--- config.mk ---
export PLATFORM = sky130hd
export DESIGN_NAME = adder_tree_multiplier
export DESIGN_NICKNAME = d
export VERILOG_FILES = /design/src/rtl/adder_tree_multiplier.sv
export SDC_FILE = /design/constraint.sdc
export NUM_CORES = 1
export LEC_CHECK = 0
export ABC_AREA = 1
export CAP_MARGIN = 10
export CORE_MARGIN = 1
export CORE_UTILIZATION = 35
export DETAILED_ROUTE_END_ITERATION = 10
export GPL_TIMING_DRIVEN = 0
export PLACE_DENSITY = 0.6
export SKIP_LAST_GASP = 1
export SYNTH_ARGS = -nofsm -noshare
export SYNTH_HDL_FRONTEND = slang
export SYNTH_SLANG_ARGS = --single-unit
--- constraint.sdc ---
create_clock -name clk -period 6.46 [get_ports clk]
set_input_delay 1.292 -clock clk [delete_from_list [all_inputs] [get_ports clk]]
set_output_delay 1.292 -clock clk [all_outputs]
set_load 0.02 [all_outputs]
--- src/rtl/adder_tree_multiplier.sv ---
// -----------------------------------------------------------------------------
// adder_tree_multiplier
//
// Unsigned N x N multiplier. The two operands are captured in enable-gated
// registers. The product is formed from N AND-gated, shifted partial products.
// These are summed pairwise by a binary adder tree of log2(N) levels, and the
// result is registered on P_out.
//
// Parameters
//   N          operand width in bits (power of two, 2..32), default 8
//
// Ports
//   clk        rising-edge clock for all state
//   Reset      asynchronous, active-low clear of every register
//   Data_in_A  multiplicand, captured into a_reg when EA=1
//   Data_in_B  multiplier, captured into b_reg when EB=1
//   EA, EB     independent load enables for the two operand registers
//   P_out      registered 2N-bit product of the held operands
//
// Build option
//   ADDER_TREE_PIPE_EN  when defined, registers the outputs of the first
//                       adder level. Latency rises from 2 to 3 clock edges,
//                       and throughput stays at one product per cycle.
// -----------------------------------------------------------------------------
module adder_tree_multiplier #(
    parameter int unsigned N = 8
) (
    input  logic             clk,
    input  logic             Reset,
    input  logic [N-1:0]     Data_in_A,
    input  logic [N-1:0]     Data_in_B,
    input  logic             EA,
    input  logic             EB,
    output logic [2*N-1:0]   P_out
);

    localparam int unsigned W      = 2 * N;
    localparam int unsigned LEVELS = $clog2(N);
    localparam int unsigned HALF   = N / 2;

    // -------------------------------------------------------------------------
    // Operand registers
    // -------------------------------------------------------------------------
    logic [N-1:0] a_reg;
    logic [N-1:0] b_reg;

    always_ff @(posedge clk or negedge Reset) begin
        if (!Reset) begin
            a_reg <= '0;
            b_reg <= '0;
        end else begin
            if (EA) begin
                a_reg <= Data_in_A;
            end
            if (EB) begin
                b_reg <= Data_in_B;
            end
        end
    end

    // -------------------------------------------------------------------------
    // Partial products: row gi is A gated by multiplier bit gi, weighted by 2^gi
    // -------------------------------------------------------------------------
    logic [W-1:0] pp [N];

    generate
        for (genvar gi = 0; gi < N; gi++) begin : g_pp
            assign pp[gi] = b_reg[gi] ? (W'(a_reg) << gi) : '0;
        end
    endgenerate

    // -------------------------------------------------------------------------
    // First adder level: adjacent pairs of partial products
    // -------------------------------------------------------------------------
    logic [W-1:0] lvl1_sum [HALF];
    logic [W-1:0] lvl1     [HALF];

    generate
        for (genvar gi = 0; gi < HALF; gi++) begin : g_lvl1
            assign lvl1_sum[gi] = pp[2*gi] + pp[2*gi+1];
        end
    endgenerate

`ifdef ADDER_TREE_PIPE_EN
    // The register after level one splits the longest path roughly in half.
    // It adds exactly one edge of latency to every product.
    logic [W-1:0] lvl1_reg [HALF];

    always_ff @(posedge clk or negedge Reset) begin
        if (!Reset) begin
            for (int i = 0; i < HALF; i++) begin
                lvl1_reg[i] <= '0;
            end
        end else begin
            for (int i = 0; i < HALF; i++) begin
                lvl1_reg[i] <= lvl1_sum[i];
            end
        end
    end

    generate
        for (genvar gi = 0; gi < HALF; gi++) begin : g_lvl1_sel
            assign lvl1[gi] = lvl1_reg[gi];
        end
    endgenerate
`else
    generate
        for (genvar gi = 0; gi < HALF; gi++) begin : g_lvl1_sel
            assign lvl1[gi] = lvl1_sum[gi];
        end
    endgenerate
`endif

    // -------------------------------------------------------------------------
    // Remaining adder levels 2..LEVELS
    //
    // Level gi holds N >> gi nodes, and each node adds two adjacent nodes of
    // the level below. Each level has its own scope, so no array is ever
    // partially driven.
    // -------------------------------------------------------------------------
    logic [W-1:0] tree_sum;

    generate
        for (genvar gi = 2; gi <= LEVELS; gi++) begin : g_lvl
            logic [W-1:0] node [N >> gi];
            for (genvar gj = 0; gj < (N >> gi); gj++) begin : g_node
                if (gi == 2) begin : g_from_lvl1
                    assign node[gj] = lvl1[2*gj] + lvl1[2*gj+1];
                end else begin : g_from_prev
                    assign node[gj] = g_lvl[gi-1].node[2*gj] + g_lvl[gi-1].node[2*gj+1];
                end
            end
        end

        // With N = 2, the first level already produces the whole sum.
        if (LEVELS == 1) begin : g_root_lvl1
            assign tree_sum = lvl1[0];
        end else begin : g_root_top
            assign tree_sum = g_lvl[LEVELS].node[0];
        end
    endgenerate

    // -------------------------------------------------------------------------
    // Product register: reloads every edge, so with both enables low it holds
    // the product of the held operands.
    // -------------------------------------------------------------------------
    always_ff @(posedge clk or negedge Reset) begin
        if (!Reset) begin
            P_out <= '0;
        end else begin
            P_out <= tree_sum;
        end
    end

endmodule

==> impl_metrics.py, run 1 <==
metrics = {
    "critical_path": {
        "critPathCaptureType": "flop",
        "crit_path_top_delay_cell": "fa_1",
        "worstPathRequired_ps": 6640,
        "path_buf_inv": 4,
        "startpoint_type": "flop",
        "r2r_start": "b_reg[4]",
        "max_stage_delay_ps": 540,
        "path_class": "flop to flop",
        "regToRegSetupSlack_ps": 2350,
        "path_cells": "clkbuf_1 > nand2_1 > fa_1 > fa_1 > inv_1 > fa_1 > inv_1 > fa_1 > inv_1 > ha_1 > a21oi_1 > nand2_1 > nand2_1 > nand3_1 > nand2_1 > nand2_1",
        "critPathMostFrequentCell": "nand2_1",
        "ff2ff_path_depth": 16,
        "worstReg2RegEnd": "P_out[14]",
        "arrival_ps": 4290,
        "critPathTopFamily": "adder cells",
        "cp_max_fo": 9,
    },
    "timing": {
        "clock.fmax_mhz": 243.3,
        "period_share": 0.6363,
        "min_period_ps": 4111,
        "max_slew.worst_pin.slew_ps": 732.8,
        "slew_headroom": 0.5114,
        "rsz0062_at_grt": "false",
        "clock-skew-final_ps": 6.829,
        "finalSetupViolations": 0,
        "final.setup.tns_ps": 0,
        "hold_viol": 0,
        "maxSlewViolCount": 0,
    },
    "power_and_ir_drop": {
        "pwr-share-clk": 0.137,
        "p_per_area_nw_per_um2": 424.0,
        "netSwitchingPower_uw": 726.9,
        "p_int_uw": 854.7,
        "seqPwrFrac": 0.176,
        "leakage_nw": 2.198,
        "pwr-share-comb": 0.687,
        "sw_frac_of_total": 0.4596,
        "peakVddDrop_mv": 0.2561,
    },
    "cts": {
        "clk_pin_slew_ps": 70,
        "cts_resized": 0,
        "numCtsBuffers": 5,
        "cts_tree": "yes",
        "cts_hold_buffers": 0,
        "cts.sinks": 32,
        "cts_max_level": 2,
        "clockRootBuffer": "clkbuf_8",
        "post-cts-setup-buffer-count": 0,
        "worstSkewPairLatency_ps": 290,
        "cts_max_path_buffers": 2,
    },
    "synthesis": {
        "synth_area_um2": 3143,
        "syn-instance-count": 370,
        "syn_avg_cell_area_um2": 8.495,
        "synth_cell_types": 16,
        "ys_seq_area_frac": 0.2548,
        "ys_ff_latch": 32,
        "yosysWarnings": 0,
        "syn-num-nets": 459,
    },
    "route": {
        "wl_met3_um": 143,
        "finalWirelength_um": 5693,
        "highest_layer": "met4",
        "vias_per_cell": 4.524,
        "wl_met2_um": 2862,
        "wl_per_cell_um": 10.97,
        "drtPass1Iterations": 4,
        "via_count": 2348,
        "initialDrtViolationCount": 105,
        "drtAntennaViolNets": 0,
        "wl_met1_um": 2622,
        "drc": 0,
    },
    "placement": {
        "post-place-cells": 511,
        "globalplace.congestion": 0.8036,
        "numPortBuffers": 33,
        "place_hpwl_um": 4620,
    },
    "layout": {
        "fin_cells": 519,
        "syn_to_final_growth_pct": 18.67,
        "layout-drive-gt1-share": 0.07056,
        "finalNetCount": 499,
        "fillerInstances": 854,
        "largest_reg_flops": 16,
        "diodes": 0,
    },
    "die": {
        "initial_core_util": 0.3604,
        "coreArea_um2": 8721,
        "die_w_um": 96.77,
        "rows": 34,
        "io_pins": 36,
        "fp.dieH_um": 96.77,
        "die_area_um2": 9363,
    },
    "grt": {
        "grt_pass1_wl_um": 10050,
        "overflow": 0,
        "antenna_found_initial": 0,
        "grtUsageTotal": 0.1314,
        "grt_max_degree": 33,
        "grt_pass1_vias": 2252,
    },
    "worst_hold_path": {
        "min_from": "b_reg[0]",
        "hold_class": "flop to flop",
        "min_to": "P_out[0]",
        "hold_depth": 3,
    },
    "status": {
        "outcome": "complete, no violations",
    },
    "run": {
        "drv_cap": 0,
    },
}
cell usage in the layout (no fill, tap or decap):
cell               n
fa_1              38
xor2_1             5
nand3_1           10
nand2_1          106
clkdlybuf4s50_1   32
nand4_1            2
clkbuf_1          16
clkbuf_8           7
ha_1              31
bufinv_16          1
nor2_1            10
or2_2              1
inv_1             95
a21oi_1            4
nand3_2            1
mux2_2            16
dfrtp_1           32
xnor2_1            1
buf_2              3
cells by family after synthesis:
kind of cell / share of synthesized area
adder cells (fa/ha/maj): 0.3654
multiplexers: 0.05732
AND/OR/NAND/NOR: 0.1636
XOR/XNOR: 0.01672
buffers and inverters: 0.1357
AO/OA/AOI/OAI: 0.006370
flip-flops: 0.2548
stage by stage:
step	utilization	instance area, um2	total power, mW	hold slack (ps)	worst slack, ps
6_report	0.4277	3730	1.582	734.7	2349
5_1_grt	0.4277	3730	1.757	799.4	2065
4_1_cts	0.4277	3730	1.605	744.0	2333
3_5_place_dp	0.4132	3603	1.376	735.0	2344
3_3_place_gp	0.4138	3608	1.364	722.3	2356
2_1_floorplan	-	3143	1.099	646.1	2611
synth_stat cells, drive strengths merged:
cell type	instances	share of area
xnor2	1	0.0028
or2	1	0.0020
ha	31	0.12
a21oi	4	0.0064
nand4	2	0.0040
clkbuf	16	0.019
mux2	16	0.057
inv	95	0.11
nor2	10	0.012
buf	2	0.0032
xor2	5	0.014
fa	38	0.24
dfrtp	32	0.25
nand2	106	0.13
nand3	11	0.019
power by group through the flow:
stage | clock network, mW | registers [mW] | logic [mW]
3_5_place_dp | 0 | 0.284 | 1.09
3_3_place_gp | 0 | 0.284 | 1.08
2_1_floorplan | 0 | 0.343 | 0.756
5_1_grt | 0.230 | 0.285 | 1.24
6_report | 0.217 | 0.279 | 1.09
4_1_cts | 0.223 | 0.280 | 1.10
final cells by class:
class,instances,area [um2],share of cell area
multi-input cells,225,1916,0.5136
well taps,108,135.1,0.03623
repair buffers,33,325.3,0.08722
clock buffers,7,96.34,0.02583
flip-flops and latches,32,800.8,0.2147
clock inverters,1,30.03,0.008051
inverters,95,356.6,0.09561
plain buffers,18,70.07,0.01879
worst max-delay path by stage:
stage / startpoint / cells past startpoint / to
after detailed placement: b_reg[4] / 16 / P_out[12]
after CTS: b_reg[4] / 16 / P_out[12]
after global placement: b_reg[4] / 16 / P_out[12]
after floorplan: b_reg[7] / 18 / P_out[12]
after global routing: b_reg[4] / 16 / P_out[14]
final: b_reg[4] / 16 / P_out[14]
worst reg2reg max path: cells and delay by family, from the launching register on:
kind                       cells  cell delay, ps
buffers and inverters          4             500
AOI/OAI and AO/OA              1             250
adders and majority gates      5            2410
DFF                            1             320
and+or+nand+nor                6             510
per-layer routing:
metal | GRT usage | vias up
met1 | 0.1711 | 1165
met4 | 0.03789 | 0
li1 | - | 1149
met3 | 0.02240 | 5
met5 | 0 | -
met2 | 0.2243 | 29
No activity file was read; power rests on OpenSTA's default activity.
==> inputs of run 2 (changes only) <==
==> constraint.sdc (replaced) <==
create_clock -name clk -period 4.1 [get_ports clk]
set_input_delay 0.82 -clock clk [delete_from_list [all_inputs] [get_ports clk]]
set_output_delay 0.82 -clock clk [all_outputs]
set_load 0.02 [all_outputs]
==> run 2 against run 1 <==
Compared with the run above: first-iteration DRC count is 35% lower; combinational power rose by 55%; die area unchanged; sequential power rose by 68%; routed wire length rose by 1.1%; clock power up 58%; global-route usage unchanged; cell area grew 0.13%; flip-flop and latch count unchanged; via count fell by 0.81%; utilization grew 0.057 points; largest cell class unchanged.
==> impl_metrics.py, run 2 (synthesis gave the netlist of run 1 again) <==
metrics = {
    "critical_path": {
        "path_buf_inv": 4,
        "crit_path_top_delay_cell": "dfrtp_1",
        "critPathCaptureType": "flop",
        "startpoint_type": "flop",
        "worst-path-stages": 17,
        "worstPathRequired_ps": 4280,
        "cp_max_fo": 9,
        "critPathTopFamily": "adder cells",
        "arrival_ps": 4090,
        "path_cells": "nand2_1 > fa_1 > fa_1 > inv_1 > fa_1 > inv_1 > fa_1 > inv_1 > ha_1 > nand2_1 > inv_1 > nand2_1 > nand2_1 > nand2_1 > nand3_1 > nand2_1 > nand2_1",
        "critPathMostFrequentCell": "nand2_1",
        "path_class": "flop to flop",
        "max_stage_delay_ps": 530,
        "ff2ff_path_depth": 17,
    },
    "route": {
        "finalWirelength_um": 5758,
        "drtAntennaViolNets": 0,
        "vias_per_cell": 4.558,
        "drc": 0,
        "initialDrtViolationCount": 68,
        "via_count": 2329,
        "wl_per_cell_um": 11.27,
        "drtPass1Iterations": 5,
    },
    "status": {
        "outcome": "complete, no violations",
    },
    "placement": {
        "numPortBuffers": 33,
        "place_ws_ps": -15.72,
        "place_hpwl_um": 4620,
        "globalplace.congestion": 0.8036,
    },
    "worst_hold_path": {
        "hold_class": "flop to flop",
        "hold_depth": 1,
    },
    "timing": {
        "slew_headroom": 0.5134,
        "rsz0062_at_grt": "true",
        "clock-skew-final_ps": 5.559,
        "hold_viol": 0,
        "min_period_ps": 3912,
        "maxSlewViolCount": 0,
        "finalSetupViolations": 0,
        "max_slew.worst_pin.slew_ps": 729.9,
        "final.setup.tns_ps": 0,
        "clock.fmax_mhz": 255.6,
        "period_share": 0.9542,
        "setup_slack_ps": 187.9,
        "fin_hold_ws_ps": 564.3,
    },
    "die": {
        "die_area_um2": 9363,
        "initial_core_util": 0.3604,
        "die_w_um": 96.77,
        "coreArea_um2": 8721,
        "io_pins": 36,
        "fp.dieH_um": 96.77,
        "rows": 34,
    },
    "power_and_ir_drop": {
        "peakVddDrop_mv": 0.4078,
        "sw_frac_of_total": 0.4595,
        "leakage_nw": 2.204,
        "netSwitchingPower_mw": 1.152,
        "pwr-share-comb": 0.676,
        "pwr-share-clk": 0.136,
        "p_int_mw": 1.355,
        "seqPwrFrac": 0.187,
        "p_per_area_nw_per_um2": 671.1,
    },
    "cts": {
        "cts.sinks": 32,
        "cts_max_path_buffers": 2,
        "clockRootBuffer": "clkbuf_8",
        "cts_tree": "yes",
        "worstSkewPairLatency_ps": 290,
        "cts_max_level": 2,
        "clk_pin_slew_ps": 70,
        "numCtsBuffers": 5,
    },
    "layout": {
        "final_cell_mix": "nand2_1 (106), inv_1 (95), fa_1 (38), clkdlybuf4s50_1 (32), ha_1 (31)",
        "fin_util": 0.4283,
        "fillerInstances": 845,
        "largest_reg_flops": 16,
        "finalNetCount": 491,
        "layout-drive-gt1-share": 0.1067,
        "diodes": 0,
        "syn_to_final_growth_pct": 18.83,
        "layout_commonest_cell": "nand2_1",
    },
    "grt": {
        "grt_pass1_wl_um": 10040,
        "grt_pass1_vias": 2249,
        "overflow": 0,
        "grtUsageTotal": 0.1314,
        "grt_max_degree": 33,
        "antenna_found_initial": 0,
    },
    "run": {
        "drv_cap": 0,
    },
}
==> run 2: changes by cell type in the layout (fill, tap and decap cells not counted) <==
cell / delta
a21oi_1: -1
buf_4: +6
dfrtp_1: -7
dfrtp_2: +7
a21oi_2: +1
clkbuf_1: -14
==> run 2: power groups by stage <==
stage / clock, mW / combinational [mW] / sequential [mW]
after global placement: 0 / 1.70 / 0.447
after CTS: 0.352 / 1.75 / 0.444
after global routing: 0.363 / 1.93 / 0.483
final: 0.342 / 1.69 / 0.470
after detailed placement: 0 / 1.72 / 0.447
after floorplan: 0 / 1.19 / 0.540
==> run 2: cell type report <==
class	instances	area (um2)	share of cell area
multi-input combinational	225	1919	0.5139
clock buffer	7	96.34	0.02580
timing repair buffer	39	370.4	0.09916
sequential	32	809.5	0.2168
buffer	4	17.52	0.004690
clock inverter	1	30.03	0.008040
tap	108	135.1	0.03618
inverter	95	356.6	0.09548
==> run 2: worst paths after layout <==
kind | end | start | slack, ps
max in group asynchronous | a_reg[2] | Reset | 3000
worst min register to register | b_reg[7] | b_reg[7] | 560
worst min-delay path | b_reg[7] | b_reg[7] | 560
worst max-delay path | P_out[15] | a_reg[5] | 190
worst max register to register | P_out[15] | a_reg[5] | 190
min in group asynchronous | a_reg[7] | Reset | 580
==> run 2: timing repair <==
action / CTS / global route
resized for setup: 1 / 7
hold buffers: 0 / 0
setup endpoints to repair: 2 / 6
setup buffers: 0 / 6
==> run 2: stage by stage <==
step / total power [mW] / instances / cell area [um2]
after floorplan: 1.731 / 370 / 3143
after global placement: 2.149 / 511 / 3608
after detailed placement: 2.168 / 511 / 3603
after CTS: 2.541 / 518 / 3730
after global routing: 2.781 / 511 / 3735
final: 2.506 / 511 / 3735
==> run 2: routing by layer <==
layer | part of all wire | track usage | up-vias | wire (um)
met5 | 0 | 0 | - | 0
met3 | 0.025 | 0.02240 | 5 | 145
li1 | - | - | 1131 | -
met1 | 0.45 | 0.1707 | 1160 | 2615
met4 | 0.011 | 0.03789 | 0 | 65
met2 | 0.51 | 0.2248 | 33 | 2931
